`src/rtl/ram_access_ctrl.sv`:
```
// ram_access_ctrl: initiator side of the bit-cell RAM interface.
// Takes one read or write request at a time over a valid/ready handshake.
// It drives the one-hot select, r_w and in strobes to the cell bank, and it
// returns exactly one response for every request it accepts.
// Optional feature macro: RAM_CTRL_WRITE_VERIFY_EN. When it is defined, every
// write gets an extra VERIFY cycle that reads the word back and compares it.
//
// Handshake: a request transfers on a rising clk edge where req_valid and
// req_ready are both 1. req_ready is 1 only while the controller is idle.
// Requests made while busy are ignored, and nothing is queued. rsp_valid is
// a single-cycle pulse with no back-pressure. rsp_rdata and rsp_err keep
// their value until the next response.
module ram_access_ctrl #(
    parameter int DATA_W = 4,
    parameter int ADDR_W = 2,
    localparam int DEPTH = 1 << ADDR_W
) (
    input  logic              clk,
    input  logic              clear,
    input  logic              req_valid,
    output logic              req_ready,
    input  logic              req_we,
    input  logic [ADDR_W-1:0] req_addr,
    input  logic [DATA_W-1:0] req_wdata,
    output logic              rsp_valid,
    output logic [DATA_W-1:0] rsp_rdata,
    output logic              rsp_err,
    output logic [DEPTH-1:0]  mem_sel,
    output logic              mem_r_w,
    output logic [DATA_W-1:0] mem_in,
    input  logic [DATA_W-1:0] mem_out,
    output logic              mem_clear,
    output logic [1:0]        state_dbg
);

    typedef enum logic [1:0] {
        ST_IDLE   = 2'd0,
        ST_ACCESS = 2'd1,
        ST_VERIFY = 2'd2,
        ST_RESP   = 2'd3
    } state_t;

    state_t             state_q;
    state_t             state_d;
    logic               accept;
    logic               we_q;
    logic [ADDR_W-1:0]  addr_q;
    logic [DATA_W-1:0]  wdata_q;
    logic [DATA_W-1:0]  cap_q;
    logic [DEPTH-1:0]   sel_onehot;

    assign req_ready  = (state_q == ST_IDLE);
    assign accept     = req_valid & req_ready;
    assign mem_clear  = clear;
    assign state_dbg  = state_q;
    assign sel_onehot = {{(DEPTH-1){1'b0}}, 1'b1} << addr_q;

    // Register the state and latch the request fields on acceptance.
    always_ff @(posedge clk or posedge clear) begin
        if (clear) begin
            state_q <= ST_IDLE;
            we_q    <= 1'b0;
            addr_q  <= '0;
            wdata_q <= '0;
        end else begin
            state_q <= state_d;
            if (accept) begin
                we_q    <= req_we;
                addr_q  <= req_addr;
                wdata_q <= req_wdata;
            end
        end
    end

    // Compute the next state. The sequence is IDLE -> ACCESS -> [VERIFY] -> RESP -> IDLE.
    always_comb begin
        state_d = state_q;
        case (state_q)
            ST_IDLE:   if (req_valid) state_d = ST_ACCESS;
`ifdef RAM_CTRL_WRITE_VERIFY_EN
            ST_ACCESS: state_d = we_q ? ST_VERIFY : ST_RESP;
`else
            ST_ACCESS: state_d = ST_RESP;
`endif
            ST_VERIFY: state_d = ST_RESP;
            ST_RESP:   state_d = ST_IDLE;
            default:   state_d = ST_IDLE;
        endcase
    end

    // Capture the cell data on the edge that ends the access or verify cycle,
    // then present it together with the one-cycle response pulse.
    always_ff @(posedge clk or posedge clear) begin
        if (clear) begin
            cap_q     <= '0;
            rsp_valid <= 1'b0;
            rsp_rdata <= '0;
        end else begin
            rsp_valid <= (state_q == ST_RESP);
            if (state_q == ST_ACCESS)
                cap_q <= we_q ? '0 : mem_out;
            else if (state_q == ST_VERIFY)
                cap_q <= mem_out;
            if (state_q == ST_RESP)
                rsp_rdata <= cap_q;
        end
    end

`ifdef RAM_CTRL_WRITE_VERIFY_EN
    logic err_q;
    logic rsp_err_q;

    assign rsp_err = rsp_err_q;

    // Compare the readback with the written data and hold the result until the next response.
    always_ff @(posedge clk or posedge clear) begin
        if (clear) begin
            err_q     <= 1'b0;
            rsp_err_q <= 1'b0;
        end else begin
            if (state_q == ST_ACCESS)
                err_q <= 1'b0;
            else if (state_q == ST_VERIFY)
                err_q <= (mem_out != wdata_q);
            if (state_q == ST_RESP)
                rsp_err_q <= err_q;
        end
    end
`else
    assign rsp_err = 1'b0;
`endif

    // Update the memory strobes on the falling edge only, so they stay steady
    // while clk is high and the gated cell clock cannot glitch.
    always_ff @(negedge clk or posedge clear) begin
        if (clear) begin
            mem_sel <= '0;
            mem_r_w <= 1'b0;
            mem_in  <= '0;
        end else begin
            case (state_q)
                ST_ACCESS: begin
                    mem_sel <= sel_onehot;
                    mem_r_w <= we_q;
                    mem_in  <= we_q ? wdata_q : '0;
                end
                ST_VERIFY: begin
                    mem_sel <= sel_onehot;
                    mem_r_w <= 1'b0;
                    mem_in  <= '0;
                end
                default: begin
                    mem_sel <= '0;
                    mem_r_w <= 1'b0;
                    mem_in  <= '0;
                end
            endcase
        end
    end

endmodule

```
`config.mk`:
```
export PLATFORM = sky130hd
export DESIGN_NAME = ram_access_ctrl
export DESIGN_NICKNAME = d
export VERILOG_FILES = /design/src/rtl/ram_access_ctrl.sv
export SDC_FILE = /design/constraint.sdc
export NUM_CORES = 1
export LEC_CHECK = 0
export BUFFER_PORTS_ARGS = -buffer_cell sky130_fd_sc_hd__buf_2
export CAP_MARGIN = 20
export CORE_UTILIZATION = 30
export CTS_CLUSTER_DIAMETER = 40
export DETAILED_ROUTE_END_ITERATION = 10
export PLACE_DENSITY_LB_ADDON = 0.08
export SLEW_MARGIN = 20
export SYNTH_ARGS = -nofsm -noshare
export SYNTH_HDL_FRONTEND = slang
export SYNTH_SLANG_ARGS = --single-unit
```
`constraint.sdc`:
```
create_clock -name clk -period 2.9 [get_ports clk]
set_clock_uncertainty 0.05 [all_clocks]
set_input_delay 0.145 -clock clk [delete_from_list [all_inputs] [get_ports clk]]
set_output_delay 0.145 -clock clk [all_outputs]
set_load 0.01 [all_outputs]
```
Word-level counts from Yosys, hierarchy flattened. Index checks and enable logic that the tools add are counted.

Equality and inequality tests: 4. Shift operators: 1. Mux-type cells: 9. Bitwise logic cells: 1. Reduce and logical (&&, ||, !) cells: 3.

Operator list (count): $mux 4 (6); $pmux 2 s3 (1); $eq 2x2->1 const B (2); $shl 1x2->4 const A (1); $eq 2x1->1 const B (1); $logic_not 2->1 (1); $mux 2 (1); $ne 2x2->1 const B (1); $reduce_bool 2->1 (1); $reduce_or 2->1 (1); $and 1x1->1 (1); $mux 1 (1).

Flip-flop bits (word level): 27. Input bits: 14. Output and inout bits: 19. Word-level logic and storage cells: 28.

Depth between registers and ports, before layout.
Word-level depth: 3. Gate-level depth with buffers: 5.

==> run_results.csv <==
group,metric,value,unit
drt,drc,0,
clock_network,root_buffer,"clkbuf_4",
cells_and_area,stdcell_area,0.00146,mm^2
global_routing,grtUsageTotal,0.108,
global_routing,top_usage_layer,"met2",
yosys,synth_nets,98,
yosys,yosys_warnings,0,
power_and_ir_drop,power_frac_seq,0.452,
setup_path,start_kind,"flop",
yosys,ys_ff_latch,27,
clock_network,cts.path.max_buffers,2,
drt,vias,706,
sta,rsz0062_at_grt,"false",
yosys,synth_compound_area_frac,0.0227,
clock_network,cts_tree,"built",
run,maxCapViolCount,0,
sta,finalHoldViolations,0,
clock_network,insertion_delay,320,ps
floorplan,num_io_pins,33,
power_and_ir_drop,clockPowerShare,0.111,
drt,wirelength,1940,um
place,gp_congestion,0.731,
setup_path,required,1570,ps
clock_network,cts_sinks,27,
power_and_ir_drop,powerDensity,978,mW/mm^2
setup_path,critPathKind,"reg2reg",
global_routing,grt_pass1_vias,696,
place,place_inst,154,
drt,drtIter0Drc,38,
run_status,status,"finished, final reports clean",
yosys,ys_types,20,
yosys,synth_xor_area_frac,0,
clock_network,htreeDepth,1,
power_and_ir_drop,switching_share,0.341,
sta,holdWs,91.3,ps
yosys,syn_avg_cell_area,14.1,um^2
global_routing,use_met1,0.154,
floorplan,die_area,0.00392,mm^2
power_and_ir_drop,p_total,1.43,mW
power_and_ir_drop,power_switching,0.486,mW
cells_and_area,area_growth,32.3,%
sta,finalSetupTns,0,ps
cells_and_area,nets,145,
yosys,synthMuxAreaShare,0.159,
sta,finalSetupViolCount,0,
place,port_buffers,31,
cells_and_area,final_cell_mix,"buf_2 (31), dfrtp_1 (18), dlygate4sd3_1 (12)",
yosys,yosys.area_share.simple,0.0874,
setup_path,end_kind,"flop",
power_and_ir_drop,p_leak,0.799,nW
yosys,synthCells,78,
power_and_ir_drop,p_int,0.940,mW
sta,setup_ws,98.8,ps
cells_and_area,fin_cells,170,
power_and_ir_drop,combinationalPowerShare,0.437,
floorplan,core_area,0.00342,mm^2
global_routing,grt_max_degree,28,
cells_and_area,drive_gt1_frac,0.411,
global_routing,antenna_found_initial,0,
drt,antenna_left,0,
setup_path,critPathMaxStageDelay,480,ps
global_routing,overflow,0,
setup_path,arrival,1470,ps
global_routing,grt_use_met2,0.156,
floorplan,rows,21,
floorplan,start_util,0.323,
clock_network,cts_buffers,3,
floorplan,fp.dieW,62.6,um
setup_path,r2r_setup_slack,100,ps
setup_path,path_cells,"inv_1 > ha_1 > and3b_1",
clock_network,clk_pin_slew_worst_paths,140,ps
place,dpl_cell_area,0.00131,mm^2
global_routing,grtUsageMet3,0.0255,
hold_path,hold_class,"in2reg",
yosys,synthAdderAreaFrac,0.0681,
yosys,ys_seq_area_frac,0.613,
place,pre_cts_slack,141,ps
yosys,synth_area,0.00110,mm^2
setup_path,slowest_stage,"dfrtp_1",
clock_network,postCtsHoldBufs,12,
sta,maxSlewViolCount,0,
yosys,synth_top_family_by_area,"multiplexers",
place,dpl.hpwl,1360,um
drt,post_drt_wl_per_cell,11.4,um
clock_network,post_cts_buffers,0,
drt,via_per_inst,4.15,
cells_and_area,diodes,0,
global_routing,grt_pass1_wl,3240,um
cells_and_area,fin_util,0.427,
floorplan,die_y,62.6,um
drt,drt_pre_antenna_iters,4,
power_and_ir_drop,vdd.ir_drop.worst,327,uV
clock_network,cts.repair.resized,0,
setup_path,path_max_fanout,6,
cells_and_area,final_common_cell,"buf_2",
## layout make-up
type / count / area, um^2
fillers: 349 / 1960
flip-flops and latches: 27 / 676
inverters: 7 / 26.3
multi-input cells: 40 / 375
clock buffers: 4 / 26.3
well taps: 46 / 57.6
repair buffers: 46 / 298
## metal layers
metal	wire length (um)	part of all wire	vias up
met3	82	0.042	2
li1	-	-	347
met2	861	0.44	18
met1	983	0.51	339
met5	0	0	-
met4	17	0.0087	0
## cells by family (layout without fill, tap and decap cells)
| family | Yosys count | in the layout |
|---|---|---|
| flops | 27 | 27 |
| simple gates | 16 | 16 |
| mux | 13 | 13 |
| buf+inv | 11 | 57 |
| fa+ha+maj | 6 | 6 |
| compound gates | 4 | 4 |
| other cells | 1 | 1 |
## power groups by stage
stage	combinational (mW)	sequential (mW)	clock, mW
after floorplan	0.377	0.684	0
final	0.623	0.645	0.158
after global routing	0.685	0.670	0.188
after detailed placement	0.624	0.653	0
after global placement	0.619	0.648	0
after CTS	0.636	0.647	0.171
## path summary, 6_finish.rpt
kind / start / to / cells after the start
max in group asynchronous: clear / mem_sel[3] / 4
hold reg to reg: rsp_rdata[2] / rsp_rdata[2] / 1
setup / recovery: state_dbg[0] / mem_sel[2] / 3
hold / removal: req_valid / state_dbg[0] / 3
setup reg to reg: state_dbg[0] / mem_sel[2] / 3
min in group asynchronous: clear / rsp_valid / 4
## worst max-delay path: cells and delay by family (launching register included)
family / cells / cell delay, ps
flip-flops: 1 / 480
adder cells (fa/ha/maj): 1 / 360
AND/OR/NAND/NOR: 1 / 200
buffers and inverters: 1 / 110
## cells in the mapped netlist (all sizes together)
library cell	count	area (um^2)
and2	1	6.26
and3	5	31.3
and3b	1	8.76
buf	3	20.0
clkbuf	1	5.00
conb	1	3.75
dfrtn	9	225
dfrtp	18	450
ha	6	75.1
inv	7	26.3
mux2	12	165
mux2i	1	10.0
nand2	6	30.0
nor2	1	3.75
nor2b	1	8.76
nor3b	1	7.51
o22ai	4	25.0
## flip-flops by register name, indices dropped and copies added, names as in the netlist, 2 cells and up
register   count
mem_sel        4
wdata_q        4
mem_in         4
addr_q         2
cap_q          4
state_dbg      2
rsp_rdata      4
Note: power is estimated with default switching activity, not from simulation.
